## config.mk

```make
export PLATFORM = sky130hd
export DESIGN_NAME = rvv_fifo_2w_packer_flat
export DESIGN_NICKNAME = d
export VERILOG_FILES = /design/src/rtl/rvv_fifo_2w_packer_pkg.sv /design/src/rtl/rvv_fifo_2w_packer_if.sv /design/src/rtl/rvv_fifo_2w_packer_ff2_sel.sv /design/src/rtl/rvv_fifo_2w_packer.sv /design/src/flat_wrapper.sv
export SDC_FILE = /design/constraint.sdc
export NUM_CORES = 1
export LEC_CHECK = 0
export BUFFER_PORTS_ARGS = -buffer_cell sky130_fd_sc_hd__buf_2
export CORE_UTILIZATION = 35
export CTS_CLUSTER_SIZE = 20
export DETAILED_ROUTE_END_ITERATION = 6
export PLACE_DENSITY = 0.65
export RECOVER_POWER = 50
export SYNTH_ARGS = -nofsm -noshare
export SYNTH_HDL_FRONTEND = slang
export SYNTH_HIERARCHICAL = 1
export SYNTH_SLANG_ARGS = --single-unit
```

## constraint.sdc

```tcl
create_clock -name clk -period 3.3 [get_ports clk]
set_input_delay 0.66 -clock clk [delete_from_list [all_inputs] [get_ports clk]]
set_output_delay 0.66 -clock clk [all_outputs]
set_load 0.005 [all_outputs]
```

## src/rtl/rvv_fifo_2w_packer_pkg.sv

```systemverilog
// Shared types and helpers for the 2-write FIFO packer.
// Optional statistics counters are enabled with RVV_PACKER_STATS_EN.
package rvv_packer_pkg;

  localparam int DEFAULT_LANES = 4;

  typedef logic [DEFAULT_LANES-1:0] lane_mask_t;
  typedef logic [1:0]               credit_t;

  // Write slots the FIFO can absorb this cycle.
  function automatic credit_t credits_from_status(input logic full, input logic one_left);
    if (full)          return credit_t'(0);
    else if (one_left) return credit_t'(1);
    else               return credit_t'(2);
  endfunction

endpackage

```

## src/rtl/rvv_fifo_2w_packer_if.sv

```systemverilog
// Bundle-in / FIFO-push bus between the upstream producer, the packer and the 2-write FIFO.
interface rvv_fifo_2w_packer_if #(
  parameter int DWIDTH = 32,
  parameter int LANES  = 4
);
  logic                     flush;
  logic                     in_valid;
  logic                     in_ready;
  logic [LANES-1:0]         in_mask;
  logic [LANES*DWIDTH-1:0]  in_data;
  logic                     push0;
  logic [DWIDTH-1:0]        inData0;
  logic                     push1;
  logic [DWIDTH-1:0]        inData1;
  logic                     fifo_full;
  logic                     fifo_1left_to_full;
  logic                     busy;

  modport slave (
    input  flush, in_valid, in_mask, in_data, fifo_full, fifo_1left_to_full,
    output in_ready, push0, inData0, push1, inData1, busy
  );

  modport master (
    output flush, in_valid, in_mask, in_data, fifo_full, fifo_1left_to_full,
    input  in_ready, push0, inData0, push1, inData1, busy
  );
endinterface

```

## src/rtl/rvv_fifo_2w_packer_ff2_sel.sv

```systemverilog
// Combinational find-first-two: lowest and second-lowest set bits of a lane mask.
module rvv_ff2_sel #(
  parameter int LANES = 4,
  parameter int IDXW  = (LANES > 1) ? $clog2(LANES) : 1
) (
  input  logic [LANES-1:0] mask,
  output logic             found0,
  output logic [IDXW-1:0]  idx0,
  output logic             found1,
  output logic [IDXW-1:0]  idx1
);

  // NOTE: every output gets a default before the loop so no latch is inferred.
  always_comb begin
    found0 = 1'b0;
    idx0   = '0;
    found1 = 1'b0;
    idx1   = '0;
    for (int i = 0; i < LANES; i++) begin
      if (mask[i]) begin
        if (!found0) begin
          found0 = 1'b1;
          idx0   = IDXW'(i);
        end else if (!found1) begin
          found1 = 1'b1;
          idx1   = IDXW'(i);
        end
      end
    end
  end

endmodule

```

## src/rtl/rvv_fifo_2w_packer.sv

```systemverilog
// Holds one sparse lane bundle and drains active lanes, two per cycle, into a 2-write FIFO.
// Define RVV_PACKER_STATS_EN to add push and stall counters.
module rvv_fifo_2w_packer
  import rvv_packer_pkg::*;
#(
  parameter int DWIDTH = 32,
  parameter int LANES  = DEFAULT_LANES
) (
  input  logic                 clk,
  input  logic                 rst_n,
  rvv_fifo_2w_packer_if.slave  bus
`ifdef RVV_PACKER_STATS_EN
  ,
  output logic [31:0]          stat_push_cnt,
  output logic [31:0]          stat_stall_cnt
`endif
);

  localparam int IDXW = (LANES > 1) ? $clog2(LANES) : 1;

  logic [LANES-1:0]        hold_mask_q, hold_mask_d, mask_nxt;
  logic [LANES*DWIDTH-1:0] hold_data_q, hold_data_d;
  credit_t                 credits;
  logic                    found0, found1;
  logic [IDXW-1:0]         idx0, idx1;
  logic                    push0, push1, load, busy;

  assign credits = credits_from_status(bus.fifo_full, bus.fifo_1left_to_full);

  rvv_ff2_sel #(.LANES(LANES), .IDXW(IDXW)) u_sel (
    .mask   (hold_mask_q),
    .found0 (found0),
    .idx0   (idx0),
    .found1 (found1),
    .idx1   (idx1)
  );

  // push1 depends on found1, which implies found0, so it never fires alone.
  always_comb begin
    push0    = found0 && (credits != credit_t'(0));
    push1    = found1 && (credits == credit_t'(2));
    mask_nxt = hold_mask_q;
    if (push0) mask_nxt[idx0] = 1'b0;
    if (push1) mask_nxt[idx1] = 1'b0;
  end

  assign busy         = |hold_mask_q;
  assign bus.in_ready = (mask_nxt == '0) && !bus.flush;
  assign load         = bus.in_valid && bus.in_ready;

  assign bus.push0   = push0;
  assign bus.push1   = push1;
  assign bus.inData0 = push0 ? hold_data_q[int'(idx0)*DWIDTH +: DWIDTH] : '0;
  assign bus.inData1 = push1 ? hold_data_q[int'(idx1)*DWIDTH +: DWIDTH] : '0;
  assign bus.busy    = busy;

  // Inactive lanes keep their old data; only the mask decides what gets pushed.
  always_comb begin
    hold_mask_d = mask_nxt;
    hold_data_d = hold_data_q;
    if (bus.flush) begin
      hold_mask_d = '0;
    end else if (load) begin
      hold_mask_d = bus.in_mask;
      for (int i = 0; i < LANES; i++) begin
        if (bus.in_mask[i]) hold_data_d[i*DWIDTH +: DWIDTH] = bus.in_data[i*DWIDTH +: DWIDTH];
      end
    end
  end

  // NOTE: state updates use non-blocking assignments so all flops sample the same pre-edge values.
  always_ff @(posedge clk or negedge rst_n) begin
    if (!rst_n) begin
      hold_mask_q <= '0;
      hold_data_q <= '0;
    end else begin
      hold_mask_q <= hold_mask_d;
      hold_data_q <= hold_data_d;
    end
  end

`ifdef RVV_PACKER_STATS_EN
  logic [31:0] push_cnt_q, push_cnt_d, stall_cnt_q, stall_cnt_d;

  always_comb begin
    push_cnt_d  = push_cnt_q + 32'(push0) + 32'(push1);
    stall_cnt_d = stall_cnt_q + 32'(busy && (credits == credit_t'(0)));
    if (bus.flush) begin
      push_cnt_d  = '0;
      stall_cnt_d = '0;
    end
  end

  always_ff @(posedge clk or negedge rst_n) begin
    if (!rst_n) begin
      push_cnt_q  <= '0;
      stall_cnt_q <= '0;
    end else begin
      push_cnt_q  <= push_cnt_d;
      stall_cnt_q <= stall_cnt_d;
    end
  end

  assign stat_push_cnt  = push_cnt_q;
  assign stat_stall_cnt = stall_cnt_q;
`endif

endmodule

```

## src/flat_wrapper.sv

```systemverilog
// flat-port wrapper written by rule: the top's interface ports become plain ports
module rvv_fifo_2w_packer_flat import rvv_packer_pkg::*;
#(
  parameter int DWIDTH = 32,
  parameter int LANES  = DEFAULT_LANES
)
  (clk, rst_n, bus_flush, bus_in_valid, bus_in_mask, bus_in_data, bus_fifo_full, bus_fifo_1left_to_full, bus_in_ready, bus_push0, bus_inData0, bus_push1, bus_inData1, bus_busy);
  rvv_fifo_2w_packer_if #(.DWIDTH(DWIDTH), .LANES(LANES)) bus_i ();
  input  logic clk;
  input  logic rst_n;
  input wire logic [$bits(bus_i.flush)-1:0] bus_flush;
  input wire logic [$bits(bus_i.in_valid)-1:0] bus_in_valid;
  input wire logic [$bits(bus_i.in_mask)-1:0] bus_in_mask;
  input wire logic [$bits(bus_i.in_data)-1:0] bus_in_data;
  input wire logic [$bits(bus_i.fifo_full)-1:0] bus_fifo_full;
  input wire logic [$bits(bus_i.fifo_1left_to_full)-1:0] bus_fifo_1left_to_full;
  output wire logic [$bits(bus_i.in_ready)-1:0] bus_in_ready;
  output wire logic [$bits(bus_i.push0)-1:0] bus_push0;
  output wire logic [$bits(bus_i.inData0)-1:0] bus_inData0;
  output wire logic [$bits(bus_i.push1)-1:0] bus_push1;
  output wire logic [$bits(bus_i.inData1)-1:0] bus_inData1;
  output wire logic [$bits(bus_i.busy)-1:0] bus_busy;
  assign bus_i.flush = bus_flush;
  assign bus_i.in_valid = bus_in_valid;
  assign bus_i.in_mask = bus_in_mask;
  assign bus_i.in_data = bus_in_data;
  assign bus_i.fifo_full = bus_fifo_full;
  assign bus_i.fifo_1left_to_full = bus_fifo_1left_to_full;
  assign bus_in_ready = bus_i.in_ready;
  assign bus_push0 = bus_i.push0;
  assign bus_inData0 = bus_i.inData0;
  assign bus_push1 = bus_i.push1;
  assign bus_inData1 = bus_i.inData1;
  assign bus_busy = bus_i.busy;
  rvv_fifo_2w_packer #(.DWIDTH(DWIDTH), .LANES(LANES)) u_core (.clk(clk), .rst_n(rst_n), .bus(bus_i));
endmodule
```

Word level (Yosys, flattened, before mapping)

Index checks and enable logic that the tools add are counted.

Bitwise gates (word level): 5
Eq/ne operators: 1
Muxes and demuxes: 36
Shift-type cells: 2
$lt $le $gt $ge: 4
Reductions and logical operators: 14

Operators by type and width:

| cell               | number |
|---|---|
| $shiftx 128x8->32  | 2 |
| $mux 32            | 2 |
| $mux 2             | 12 |
| $mux 1             | 16 |
| $mux 4             | 4 |
| $reduce_and 3->1   | 4 |
| $and 4x4->4        | 2 |
| $not 4->4          | 2 |
| $logic_and 1x1->1  | 6 |
| $lt 2x3->1 const B | 2 |
| $demux 1 s2        | 2 |
| $ge 2x1->1 const B | 2 |
| $logic_not 4->1    | 1 |
| $reduce_or 4->1    | 1 |
| $eq 2x2->1 const B | 1 |
| $reduce_bool 2->1  | 1 |
| $logic_not 1->1    | 1 |
| $not 1->1          | 1 |

Register bits: 132
Logic and storage cells: 67

Logic depth before layout (Yosys ltp)

Depth in word-level cells: 21
Depth in mapped cells: 12

Cells and area by module

Netlist, hierarchy kept.

Modules (own cells, without submodules):

| module             | seq. area each (µm²) | area each (µm²) | cells each | times used |
|---|---|---|---|---|
| rvv_fifo_2w_packer | 3303.2               | 7219.4          | 458        | 1 |
| rvv_ff2_sel        | 0.0                  | 183.9           | 21         | 1 |

Least setup slack after synthesis

Ideal clock, no wire load.

Path kind: reg2out
Start: reg u_core.hold_mask_q[0]
End: out bus_inData1[10]
Data required time: 2.640 ns
Data arrival time: 2.401 ns
Slack: 0.239 ns
Stages on the path, launching flop included: 9
Path through: dfrtp_1 inv_1 ha_1 nor4b_4 a311o_1 buf_2 buf_2 mux4_2 and2_1

Longest elaborated chain between the ends: 11

Ends and longest elaborated chain:

| element                  | line                             | RTL |
|---|---|---|
| from (decl)              | rvv_fifo_2w_packer.sv:21         | `logic [LANES-1:0] hold_mask_q, hold_mask_d, mask_nxt;` |
| from (signal assigned)   | rvv_fifo_2w_packer.sv:77         | `hold_mask_q <= hold_mask_d;` |
| $mux 1 (*)               | rvv_fifo_2w_packer_ff2_sel.sv:20 | `if (mask[i]) begin` |
| $mux 1                   | rvv_fifo_2w_packer_ff2_sel.sv:21 | `if (!found0) begin` |
| $mux 1                   | rvv_fifo_2w_packer_ff2_sel.sv:20 |  |
| $mux 2                   | rvv_fifo_2w_packer_ff2_sel.sv:24 | `end else if (!found1) begin` |
| $mux 2                   | rvv_fifo_2w_packer_ff2_sel.sv:21 |  |
| $mux 2                   | rvv_fifo_2w_packer_ff2_sel.sv:20 |  |
| $mux 2                   | rvv_fifo_2w_packer_ff2_sel.sv:24 |  |
| $mux 2                   | rvv_fifo_2w_packer_ff2_sel.sv:21 |  |
| $mux 2 (*)               | rvv_fifo_2w_packer_ff2_sel.sv:20 |  |
| named net u_core.idx1[0] | rvv_fifo_2w_packer.sv:25         | `logic [IDXW-1:0] idx0, idx1;` |
| $shiftx 128x8->32 (*)    | rvv_fifo_2w_packer.sv:54         | `assign bus.inData1 = push1 ? hold_data_q[int'(idx1)*DWIDTH +: DWIDTH] : '0;` |
| $mux 32 (*)              | rvv_fifo_2w_packer.sv:54         |  |
| to (decl)                | flat_wrapper.sv:21               | `output wire logic [$bits(bus_i.inData1)-1:0] bus_inData1;` |

The timed path passes the listed nets; every way through them passes the cells marked *.

Worst setup path in the final report

Start: reg u_core.hold_mask_q[0]
End: out bus_inData1[11]

Same word-level chain as after synthesis.

==> summary.md <==
| Metric | Value |
|---|---|
| Status | finished, violations left |
| Violations in the final reports | capacitance limit, slew limit, setup timing |
| Min cycle time layout | 3400 ps |
| Fill count | 1822 |
| Ys async rst share | 1.000 |
| FF+latch count, synth | 132 |
| Final setup margin | -100.2 ps |
| Yosys warning total | 6 |
| Final worst-path cycle share | 1.030 |
| Mux share of post-synthesis cell area | 0.4059 |
| Switch Pwr | 2.182 mW |
| Sequential share of power | 0.384 |
| WL final | 21.07 mm |
| Via Count | 5118 |
| Adder-Cell Fraction of Synth Area | 0.008450 |
| Largest net degree at the start of global routing | 62 |
| Sw Ratio | 0.2952 |
| Clock sink count | 132 |
| Synth Area in XOR/XNOR | 0 |
| H-tree levels | 4 |
| Uppermost layer routed | met4 |
| Required @ worst endpoint | 2640 ps |
| Post-Syn Area | 7403 sq um |
| Synth Area in Simple Gates | 0.08163 |
| Fmax | 0.2941 GHz |
| Clk_lat worst skew | 420 ps |
| Number of synthesized flops with an enable pin | 0 |
| 1st-pass router iterations | 5 |
| Synth Area per Inst | 15.46 sq um |
| Wire length per cell | 21.26 microns |
| Peak supply drop | 0.3393 mV |
| Fraction of layout cells with a size suffix above 1 | 0.6750 |
| GRT Util Overall | 0.1998 |
| CTS tree | built |
| Compound-Gate Fraction of Synth Area | 0.02079 |
| Initial antenna violation count | 1 |
| Root Buffer | clkbuf_16 |
| Core outline area | 20490 sq um |
| Clk pwr share | 0.268 |
| Row Count | 52 |
| Worst setup EP type | primary output |
| Synth cell count leaders | 132 x dfrtp_1, 64 x mux4_2, 54 x mux2_2, 44 x mux2_1, 35 x nor2b_1 |
| Clock Skews | 9.586 ps |
| Inst Count DP | 938 |
| Final GP Congestion | 0.8299 |
| Post-route insts no fill | 991 |
| Post-Syn Nets | 622 |
| Largest fanout on the critical path | 8 |
| GRT overflow | 0 |
| DRT iter0 DRCs | 238 |
| CTS Buf Count | 17 |
| Pwr Density | 737.6 nW/um^2 |
| Clock slew at reported path FFs | 60 ps |
| CP Launch Type | register |
| Hpwl dp | 13.80 mm |
| First-pass GRT wire length | 32.69 mm |
| Worst Max-Slew Pin Slew | 1596 ps |
| Clock Tree Buf Depth | 2 |
| DIE WIDTH | 147.4 microns |
| Cells after Synth | 479 |
| Largest cells by area after synthesis | dfrtp_1 45%, mux4_2 19%, mux2_2 8.2%, mux2_1 6.7%, mux2_4 6.1% |
| Antenna Nets Post-Route | 0 |
| HP Class | in2reg |
| Final Hold Viols | 0 |
| Die H | 147.4 microns |
| Top-count cell post-synth | dfrtp_1 |
| Max_cap viols | 1 |
| Die Area | 21740 sq um |
| RSZ-0062 raised after global routing | yes |
| Most used DFF post-synth | dfrtp_1 |
| Vias in the first global route | 5767 |
| M1 WL | 9.113 mm |
| Static Leak | 4.412 nW |
| Input/output buffers | 205 |
| Synth-to-Final Area Change | 35.41% |
| DR DRC count | 0 |
| Nets@finish | 850 |
| I/O Pins | 206 |
| Logic pwr share | 0.348 |
| Arrival time worst endpoint | 2740 ps |
| Min Hold Slack | 455.1 ps |
| Initial core utilization | 0.3612 |
| Top-area cell type share of the netlist area | 0.4462 |
| Seq/Total Area, Yosys | 0.4462 |
| Setup Crit Path Kind | reg2out |
| Setup Viol. Count Final | 45 |
| Synth cell types | 45 |
| Fin. max-slew vios | 62 |
| Largest family of logic cells by synthesized area | multiplexers |
| Slew HR | -0.06381 |
| Via/cell ratio | 5.164 |
| P_int | 5.212 mW |
| Yosys top cell by area | dfrtp_1 |
| Met2 wire len | 10.51 mm |
| # hold bufs at CTS | 0 |
| Place WS | 154.6 ps |
| Routed length on met3 | 1.199 mm |
-- final cells by class --
cell class,count,area (sq um),share of cell area
antenna,1,2.502,0.0002496
clock inverter,13,158.9,0.01585
tap,270,337.8,0.03370
sequential,132,3304,0.3296
inverter,5,18.77,0.001872
clock buffer,19,452.9,0.04518
multi-input combinational,305,4051,0.4041
timing repair buffer,246,1698,0.1694
-- critical path, stage by stage (launching register included) --
cell,delay [ps]
dfrtp_1,410
inv_2,90
ha_4,190
nor4b_4,280
a311o_2,270
buf_12,140
buf_12,140
mux4_2,520
and2_4,180
buf_6,110
-- layer usage --
metal | GRT usage | vias to the layer above
li1 | - | 2265
met1 | 0.2670 | 2656
met5 | 0 | -
met4 | 0.05412 | 0
met3 | 0.04630 | 23
met2 | 0.3267 | 174
-- cell usage in the layout, fill, tap and decap left out, types with 2 or more instances in the layout --
cell type    n
a31o_2       2
clkbuf_1     2
and2_4      21
mux2_4      30
nand2_1      2
nor2_4       3
nor2b_1     21
nor2b_2      6
a21o_2       2
buf_6       23
buf_12      14
mux2_1      44
buf_4       19
mux4_2      64
ha_2         2
bufinv_16    2
clkbuf_8     2
clkbuf_2     2
dfrtp_1    131
nor2b_4      8
clkinv_4     4
inv_2        2
inv_1        3
a21oi_1      4
and2_1      12
mux2_2      54
inv_6        6
nand3_1      3
clkbuf_16   17
buf_2      183
ha_1         2
buf_16       3
-- worst paths after layout --
path,startpoint,end,depth (start not counted),slack [ps]
min reg2reg,u_core/hold_data_q[55],u_core/hold_data_q[55],1,510
max reg2reg,u_core/hold_mask_q[0],u_core/hold_data_q[109],12,90
max in group asynchronous,rst_n,u_core/hold_data_q[31],2,540
max,u_core/hold_mask_q[0],bus_inData1[11],9,-100
min in group asynchronous,rst_n,u_core/hold_mask_q[0],1,630
min,bus_in_data[111],u_core/hold_data_q[111],2,460
-- sequential cells by signal (all words and copies together) (netlist names) --
signal              cells
u_core/hold_data_q    128
u_core/hold_mask_q      4
-- what timing repair did --
item | CTS | global route
gates cloned | 4 | 0
gates resized for setup | 55 | 27
buffers inserted | 17 | 1
pin swaps | 20 | 5
endpoints found under the setup margin | 64 | 80
-- power by group through the flow --
stage / sequential [mW] / combinational, mW / clock [mW]
final: 2.84 / 2.57 / 1.98
after global placement: 2.78 / 2.27 / 0
after floorplan: 2.65 / 1.79 / 0
after global routing: 2.94 / 2.75 / 2.09
after detailed placement: 2.85 / 2.34 / 0
after CTS: 2.83 / 2.55 / 2.04
-- stage by stage --
step / power, mW / setup TNS (ps) / utilization / area (sq um)
3_3_place_gp: 5.048 / 0 / 0.4325 / 8865
5_1_grt: 7.780 / -7886 / 0.4890 / 10020
3_5_place_dp: 5.191 / 0 / 0.4325 / 8865
6_report: 7.394 / -1698 / 0.4891 / 10020
2_1_floorplan: 4.444 / 0 / - / 7403
4_1_cts: 7.419 / -3871 / 0.4863 / 9967
-- logic make-up after synthesis --
logic type | after synthesis
mux | 193
flops | 132
simple gates | 90
buf+inv | 42
compound gates | 17
fa+ha+maj | 5
(Power assumes the default switching activity.)
